## config.mk

```make
export PLATFORM = sky130hd
export DESIGN_NAME = caracol_seq_gen
export DESIGN_NICKNAME = d
export VERILOG_FILES = /design/src/rtl/caracol_pkg.sv /design/src/rtl/caracol_frame_shifter.sv /design/src/rtl/caracol_seq_gen.sv
export SDC_FILE = /design/constraint.sdc
export NUM_CORES = 1
export LEC_CHECK = 0
export ABC_AREA = 1
export CAP_MARGIN = 20
export CORE_UTILIZATION = 30
export CTS_CLUSTER_SIZE = 28
export DETAILED_ROUTE_END_ITERATION = 10
export MAX_ROUTING_LAYER = met4
export SKIP_LAST_GASP = 1
export SYNTH_ARGS = -nofsm -noshare
export SYNTH_HDL_FRONTEND = slang
export SYNTH_SLANG_ARGS = --single-unit
```

## constraint.sdc

```tcl
create_clock -name clk -period 2.14 [get_ports clk]
set_input_delay 0.428 -clock clk [delete_from_list [all_inputs] [get_ports clk]]
set_output_delay 0.428 -clock clk [all_outputs]
set_load 0.02 [all_outputs]
```

## src/rtl/caracol_pkg.sv

```systemverilog
// Shared types and sizing for the caracol serial sequence generator.
// Macro CARACOL_SEQ_GEN_PARITY_EN appends one even-parity bit to every frame.
package caracol_pkg;

  localparam int unsigned DATA_BITS = 4;
`ifdef CARACOL_SEQ_GEN_PARITY_EN
  localparam int unsigned FRAME_LEN = DATA_BITS + 1;
`else
  localparam int unsigned FRAME_LEN = DATA_BITS;
`endif
  localparam int unsigned FRAME_CNT_W = 3;
  localparam int unsigned GAP_CNT_W   = 3;
  localparam int unsigned BIT_CNT_W   = 3;

  typedef enum logic [1:0] {
    IDLE = 2'd0,
    SEND = 2'd1,
    GAP  = 2'd2
  } state_e;

endpackage

```

## src/rtl/caracol_frame_shifter.sv

```systemverilog
// Holds the latched pattern and the frame shift register; exposes the bit that
// will be on the line after the coming edge. Parity bit under CARACOL_SEQ_GEN_PARITY_EN.
module caracol_frame_shifter
  import caracol_pkg::*;
(
  input  logic                 clk,
  input  logic                 reset,
  input  logic                 load_i,
  input  logic                 reload_i,
  input  logic                 shift_i,
  input  logic [DATA_BITS-1:0] pattern_i,
  output logic                 next_bit_c
);

  logic [DATA_BITS-1:0] pat_q, pat_d;
  logic [FRAME_LEN-1:0] sr_q, sr_d;

  function automatic logic [FRAME_LEN-1:0] build_frame(input logic [DATA_BITS-1:0] d);
`ifdef CARACOL_SEQ_GEN_PARITY_EN
    return {d, ^d};
`else
    return d;
`endif
  endfunction

  // load takes a fresh pattern; reload restarts the frame from the latched copy
  always_comb begin
    pat_d = pat_q;
    sr_d  = sr_q;
    if (load_i) begin
      pat_d = pattern_i;
      sr_d  = build_frame(pattern_i);
    end else if (reload_i) begin
      sr_d = build_frame(pat_q);
    end else if (shift_i) begin
      sr_d = {sr_q[FRAME_LEN-2:0], 1'b0};
    end
  end

  always_ff @(posedge clk) begin
    if (!reset) begin
      pat_q <= '0;
      sr_q  <= '0;
    end else begin
      pat_q <= pat_d;
      sr_q  <= sr_d;
    end
  end

  assign next_bit_c = sr_d[FRAME_LEN-1];

endmodule

```

## src/rtl/caracol_seq_gen.sv

```systemverilog
// Burst generator: sends reps+1 copies of a 4-bit pattern MSB first, separated
// by gap_len idle cycles. Build with CARACOL_SEQ_GEN_PARITY_EN for 5-bit frames.
module caracol_seq_gen
  import caracol_pkg::*;
(
  input  logic                   clk,
  input  logic                   reset,
  input  logic                   start,
  input  logic [DATA_BITS-1:0]   pattern,
  input  logic [FRAME_CNT_W-1:0] reps,
  input  logic [GAP_CNT_W-1:0]   gap_len,
  output logic                   x,
  output logic                   x_valid,
  output logic                   busy,
  output logic                   done
);

  state_e                 state_q, state_d;
  logic [BIT_CNT_W-1:0]   bit_cnt_q, bit_cnt_d;
  logic [FRAME_CNT_W-1:0] frame_cnt_q, frame_cnt_d;
  logic [GAP_CNT_W-1:0]   gap_cnt_q, gap_cnt_d;
  logic [FRAME_CNT_W-1:0] reps_q, reps_d;
  logic [GAP_CNT_W-1:0]   gap_len_q, gap_len_d;
  logic                   x_q, x_d;
  logic                   x_valid_q, x_valid_d;
  logic                   busy_q, busy_d;
  logic                   done_q, done_d;
  logic                   load, reload, shift;
  logic                   next_bit_c;

  caracol_frame_shifter u_shifter (
    .clk        (clk),
    .reset      (reset),
    .load_i     (load),
    .reload_i   (reload),
    .shift_i    (shift),
    .pattern_i  (pattern),
    .next_bit_c (next_bit_c)
  );

  // Next state, counters and the registered line outputs for the coming cycle
  always_comb begin
    state_d     = state_q;
    bit_cnt_d   = bit_cnt_q;
    frame_cnt_d = frame_cnt_q;
    gap_cnt_d   = gap_cnt_q;
    reps_d      = reps_q;
    gap_len_d   = gap_len_q;
    load        = 1'b0;
    reload      = 1'b0;
    shift       = 1'b0;
    done_d      = 1'b0;

    unique case (state_q)
      IDLE: begin
        if (start) begin
          load        = 1'b1;
          reps_d      = reps;
          gap_len_d   = gap_len;
          bit_cnt_d   = '0;
          frame_cnt_d = '0;
          gap_cnt_d   = '0;
          state_d     = SEND;
        end
      end
      SEND: begin
        if (bit_cnt_q == BIT_CNT_W'(FRAME_LEN - 1)) begin
          bit_cnt_d = '0;
          if (frame_cnt_q == reps_q) begin
            state_d = IDLE;
            done_d  = 1'b1;
          end else begin
            frame_cnt_d = frame_cnt_q + FRAME_CNT_W'(1);
            if (gap_len_q == '0) begin
              reload = 1'b1;
            end else begin
              gap_cnt_d = '0;
              state_d   = GAP;
            end
          end
        end else begin
          shift     = 1'b1;
          bit_cnt_d = bit_cnt_q + BIT_CNT_W'(1);
        end
      end
      GAP: begin
        if (gap_cnt_q == gap_len_q - GAP_CNT_W'(1)) begin
          reload  = 1'b1;
          state_d = SEND;
        end else begin
          gap_cnt_d = gap_cnt_q + GAP_CNT_W'(1);
        end
      end
      default: state_d = IDLE;
    endcase

    x_valid_d = (state_d == SEND);
    x_d       = (state_d == SEND) & next_bit_c;
    busy_d    = (state_d != IDLE);
  end

  always_ff @(posedge clk) begin
    if (!reset) begin
      state_q     <= IDLE;
      bit_cnt_q   <= '0;
      frame_cnt_q <= '0;
      gap_cnt_q   <= '0;
      reps_q      <= '0;
      gap_len_q   <= '0;
      x_q         <= 1'b0;
      x_valid_q   <= 1'b0;
      busy_q      <= 1'b0;
      done_q      <= 1'b0;
    end else begin
      state_q     <= state_d;
      bit_cnt_q   <= bit_cnt_d;
      frame_cnt_q <= frame_cnt_d;
      gap_cnt_q   <= gap_cnt_d;
      reps_q      <= reps_d;
      gap_len_q   <= gap_len_d;
      x_q         <= x_d;
      x_valid_q   <= x_valid_d;
      busy_q      <= busy_d;
      done_q      <= done_d;
    end
  end

  assign x       = x_q;
  assign x_valid = x_valid_q;
  assign busy    = busy_q;
  assign done    = done_q;

endmodule

```

* Word-level counts from Yosys, hierarchy flattened *
Cells that the tools add are included.

word-level totals
  input port bits = 13
  memories kept = 0
  register bits after elaboration = 29
  memory bits (read-only) = 0
  logic and storage cells = 70
  bits in latches = 0
  output and inout port bits = 4
  bits in writable memories = 0

cells by class
  equal/unequal tests = 11
  shifts and indexed selects = 0
  magnitude comparators = 0
  div/mod/pow operators = 0
  reduce and logical (&&, ||, !) cells = 11
  add/sub/neg operators = 4
  muxes and demuxes = 30
  $mul = 0
  bitwise gates (word level) = 1

operator list
  cell                                                                    number
  3-bit two-way mux                                                       8
  4-bit two-way mux                                                       3
  3-bit one-hot mux with 2 select lines                                   2
  2-bit two-way mux                                                       5
  2-bit inequality test (second input constant)                           5
  3-bit by 1-bit adder with 3-bit output (second input constant)          3
  1-bit two-way mux                                                       9
  3-bit one-hot mux with 3 select lines                                   1
  3-bit equality test                                                     2
  2-bit one-hot mux with 3 select lines                                   1
  6-bit AND reduction                                                     1
  3-bit nonzero test                                                      2
  2-bit by 1-bit equality test with 1-bit output (second input constant)  2
  2-bit AND reduction                                                     2
  4-bit AND reduction                                                     1
  2-bit nonzero test                                                      2
  3-bit by 2-bit equality test with 1-bit output (second input constant)  1
  3-bit zero test                                                         1
  3-bit AND reduction                                                     1
  3-bit by 1-bit subtractor with 3-bit output (second input constant)     1
  2-bit equality test (second input constant)                             1
  2-bit zero test                                                         1
  1-bit one-hot mux with 2 select lines                                   1
  1-bit AND                                                               1

* Longest topological paths before layout *
  depth after elaboration = 8
  mapped depth = 14
  gate-level depth less buffers = 14

* By module *
Synthesis repeated with hierarchy kept, for this count alone.

second synthesis, totals
  cells, all modules = 214
  area total of the unflattened synthesis = 1,574.0 sq um

by module, submodules not included
  module                 times used  sequential area each (sq um)  cells each  area each (sq um)
  caracol_seq_gen        1           420.4                         163         1,213.7
  caracol_frame_shifter  1           160.2                         51          360.3

* Least setup slack after synthesis *
OpenSTA, ideal clock, no wires.

  kind = flip-flop to flip-flop
  from = register state_q[1]
  to = register gap_cnt_q[1]
  stages on the path, launching flop included = 9
  period minus slack after synthesis = 1.564 ns
  data arrival time = 1.435 ns
  library setup time = 0.129 ns
  buffers on the path = 0
  required time = 2.011 ns
  slack = 0.576 ns
  path through = dfxtp_1 inv_1 ha_1 inv_2 nor2_4 nor4_4 nand3_1 a21oi_1 nor2_1

between the ends
  longest elaborated chain between the ends = 3
  elaborated cells between the ends (all ways) = 11
  classes of those cells = 7 x eq/ne; 1 x mux; 3 x reduce/logical

ends and longest elaborated chain
  element                                                                       line                    RTL
  from (decl)                                                                   caracol_seq_gen.sv:18   state_e state_q, state_d;
  from (signal assigned)                                                        caracol_seq_gen.sv:115  state_q <= state_d;
  2-bit equality test (tied with other cells)                                   caracol_seq_gen.sv:54   unique case (state_q)
  2-bit inequality test (no line) / 3-bit nonzero test (equally long branches)  n/a
  6-bit AND reduction (no line)                                                 n/a
  to (signal assigned)                                                          caracol_seq_gen.sv:118  gap_cnt_q <= gap_cnt_d;
  to (decl)                                                                     caracol_seq_gen.sv:21   logic [GAP_CNT_W-1:0] gap_cnt_q, gap_cnt_d;

Parallel ways exist; a longest one is shown, timed or not.
A chain may end at the register's enable or synchronous reset.

* Worst setup path after layout *
Same ends and word-level chain as after synthesis.

==> out/results.ini <==
[status]
status=finished, final reports clean

[worst_setup_path]
crit_required_ns=2.29
r2r_end=gap_cnt_q[1]$_SDFFE_PN0P_
r2r_start=state_q[1]$_SDFF_PN0_
crit_arrival_ns=1.95
worstRegToRegCells=8
worstSetupStartpointType=flip-flop
endpoint_kind=flip-flop
r2r_slack_ns=0.34
critPathMaxFanout=5
crit_type=reg -> reg

[die]
die_h_um=74.4
die_area_mm2=0.00554
core_area_mm2=0.00488
rows=25
fp.dieW_um=74.4
start_util=0.323
pin_count=17

[yosys]
syn-num-nets=235
syn-instance-count=213
yosys-top-cells-count=58 x nand2_1, 29 x dfxtp_1, 26 x inv_1, 18 x a21oi_1, 12 x o21ai_0
yosysSeqAreaShare=0.369
yosysTopAreaCellShare=0.369
ys_seq_elements=29
yosysMostFrequentCell=nand2_1
yosysWarnings=0
synth_flop_cell=dfxtp_1
synth_edf_count=0
synth_cell_types=31
synth_area_leaders=dfxtp_1 37%, nand2_1 14%, ha_1 7.2%, inv_1 6.2%, a21oi_1 5.7%
yosys.area.top_type=dfxtp_1
async_flop_share=0
syn_avg_cell_area_um2=7.39
syn-cell-area_mm2=0.00157

[drt]
drcViolationCount=0
drt_wl_total_um=3170
dr.pass1.iters=4
wl_per_cell_um=10.5
vias_per_cell=4.41
postRouteAntennaNets=0
drtIter0Drc=62
num_vias=1332

[grt]
grt_first_pass_wirelength_um=5490
antenna_found_initial=0
grt_start_max_net_pins=16
grt_pass1_vias=1281
grt-ovfl-total=0
gr-usage-all-layers=0.137

[layout]
multi_input_area_um2=853
ff_latch_area_um2=581
syn_to_final_growth_pct=21.3
layout-drive-gt1-share=0.166
nets=257
fill_cells=526
diodes=0
final_cell_area_mm2=0.00191
fin_cells=302

[timing]
period_share=0.840
setup_slack_ns=0.342
finalSetupTns_ns=0
max_freq_mhz=556
slew_viol_final=0
worstMarginPinSlew_ns=0.559
hold_viol=0
finalSetupViolCount=0
timing.slew.headroom=0.627
fin_skew_ns=0.00467
finalCriticalPeriod_ns=1.80
rsz0062_at_grt=no

[pwr]
leakage_nw=0.833
ir_worst_vdd_mv=0.302
power.density_mw_per_mm2=708
power.total_mw=1.35

[placed_design]
io_buffers=16
gp_congestion=0.755
dp_cells=295
place_area_mm2=0.00182
place_ws_ns=0.264
dp_hpwl_um=2410

[clock_network]
cts_setup_buffers=0
clock_sinks=29
h-tree-depth=2
max-clock-path-buffers=2
numCtsBuffers=5
ctsResizeCount=0
clk_pin_slew_worst_paths_ns=0.06
cts_tree=yes
cts-root-buf=clkbuf_8
clk_latency_ns=0.28
cts_hold_buf=0

[worst_hold_path]
hp-start=reps_q[2]$_SDFFE_PN0P_
worstHoldEndpoint=reps_q[2]$_SDFFE_PN0P_
hold_class=reg -> reg
min_path_cells=2

[flow_run]
drv_cap=0

[sequential cells by signal, indices dropped and copies added, names as in the netlist]
signal,flops
bit_cnt_q,3
busy,1
done,1
frame_cnt_q,3
gap_cnt_q,3
gap_len_q,3
reps_q,3
state_q,2
u_shifter.pat_q,4
u_shifter.sr_q,4
x,1
x_valid,1
[stage by stage]
step	hold WS (ns)	util
floorplan	0.444	-
CTS	0.469	0.391
global route	0.489	0.391
detailed placement	0.460	0.374
global placement	0.458	0.374
finish	0.466	0.391
[report_power, final]
| group | switching [mW] | internal (mW) |
|---|---|---|
| Combinational | 0.182 | 0.118 |
| Clock | 0.197 | 0.254 |
| Sequential | 0.0206 | 0.580 |
| Total | 0.399 | 0.952 |
[metal layers]
layer	GRT usage	vias up	share of wire
li1	-	728	-
met1	0.166	577	0.51
met2	0.212	23	0.44
met3	0.0528	4	0.045
met4	0.0377	0	0.0066
met5	-	-	0
[worst max-delay path by stage]
stage,endpoint,slack (ns),startpoint,cells after the start
2_1_floorplan,gap_cnt_q[1]$_SDFFE_PN0P_,0.58,state_q[1]$_SDFF_PN0_,8
3_3_place_gp,gap_cnt_q[1]$_SDFFE_PN0P_,0.28,start,6
4_1_cts,gap_cnt_q[1]$_SDFFE_PN0P_,0.33,state_q[1]$_SDFF_PN0_,8
3_5_place_dp,gap_cnt_q[1]$_SDFFE_PN0P_,0.26,start,6
6_report,gap_cnt_q[1]$_SDFFE_PN0P_,0.34,state_q[1]$_SDFF_PN0_,8
5_1_grt,gap_cnt_q[1]$_SDFFE_PN0P_,0.21,state_q[1]$_SDFF_PN0_,8
[layout make-up]
type,count,share of cell area
inverter,32,0.0642
sequential,29,0.304
timing repair buffer,19,0.0957
tap,67,0.0439
clock buffer,7,0.0452
multi-input combinational,148,0.447
[worst max-delay path, cell delays in order (launching register included)]
cell and delay, ns:
dfxtp_1 0.40, inv_1 0.11, ha_1 0.26, inv_2 0.16
nor2_4 0.07, nor4_4 0.23, nand3_1 0.20, a21oi_1 0.19
nor2_1 0.05
[cells in the final DEF (no fill, tap or decap)]
master,instances
buf_4,3
inv_2,5
nor3_1,1
nor4_1,1
nor3b_2,1
inv_4,1
nand2_2,4
xnor2_2,1
nor4_4,1
nand2_4,1
clkbuf_8,6
nand3b_1,1
nand3_2,4
a211oi_1,2
clkdlybuf4s50_1,16
a21oi_1,18
o21ai_0,12
a21oi_2,4
nor2_2,2
ha_1,9
o21ai_2,2
nand4_1,5
nand2_1,58
nor2_1,9
dfxtp_1,29
clkbuf_1,1
o21a_1,1
or2_2,1
nor2_4,3
o21ai_1,2
inv_1,26
nand3_1,5
[kinds of logic (layout without fill, tap and decap cells)]
logic type,count (synthesis),count (layout),share of synthesized area
flip-flops,29,29,0.369
adder cells (fa/ha/maj),9,9,0.0715
buffers and inverters,36,58,0.0890
AO/OA/AOI/OAI,41,41,0.149
XOR/XNOR,1,1,0.0103
AND/OR/NAND/NOR,97,97,0.311
Note: power is estimated with default switching activity, not from simulation.
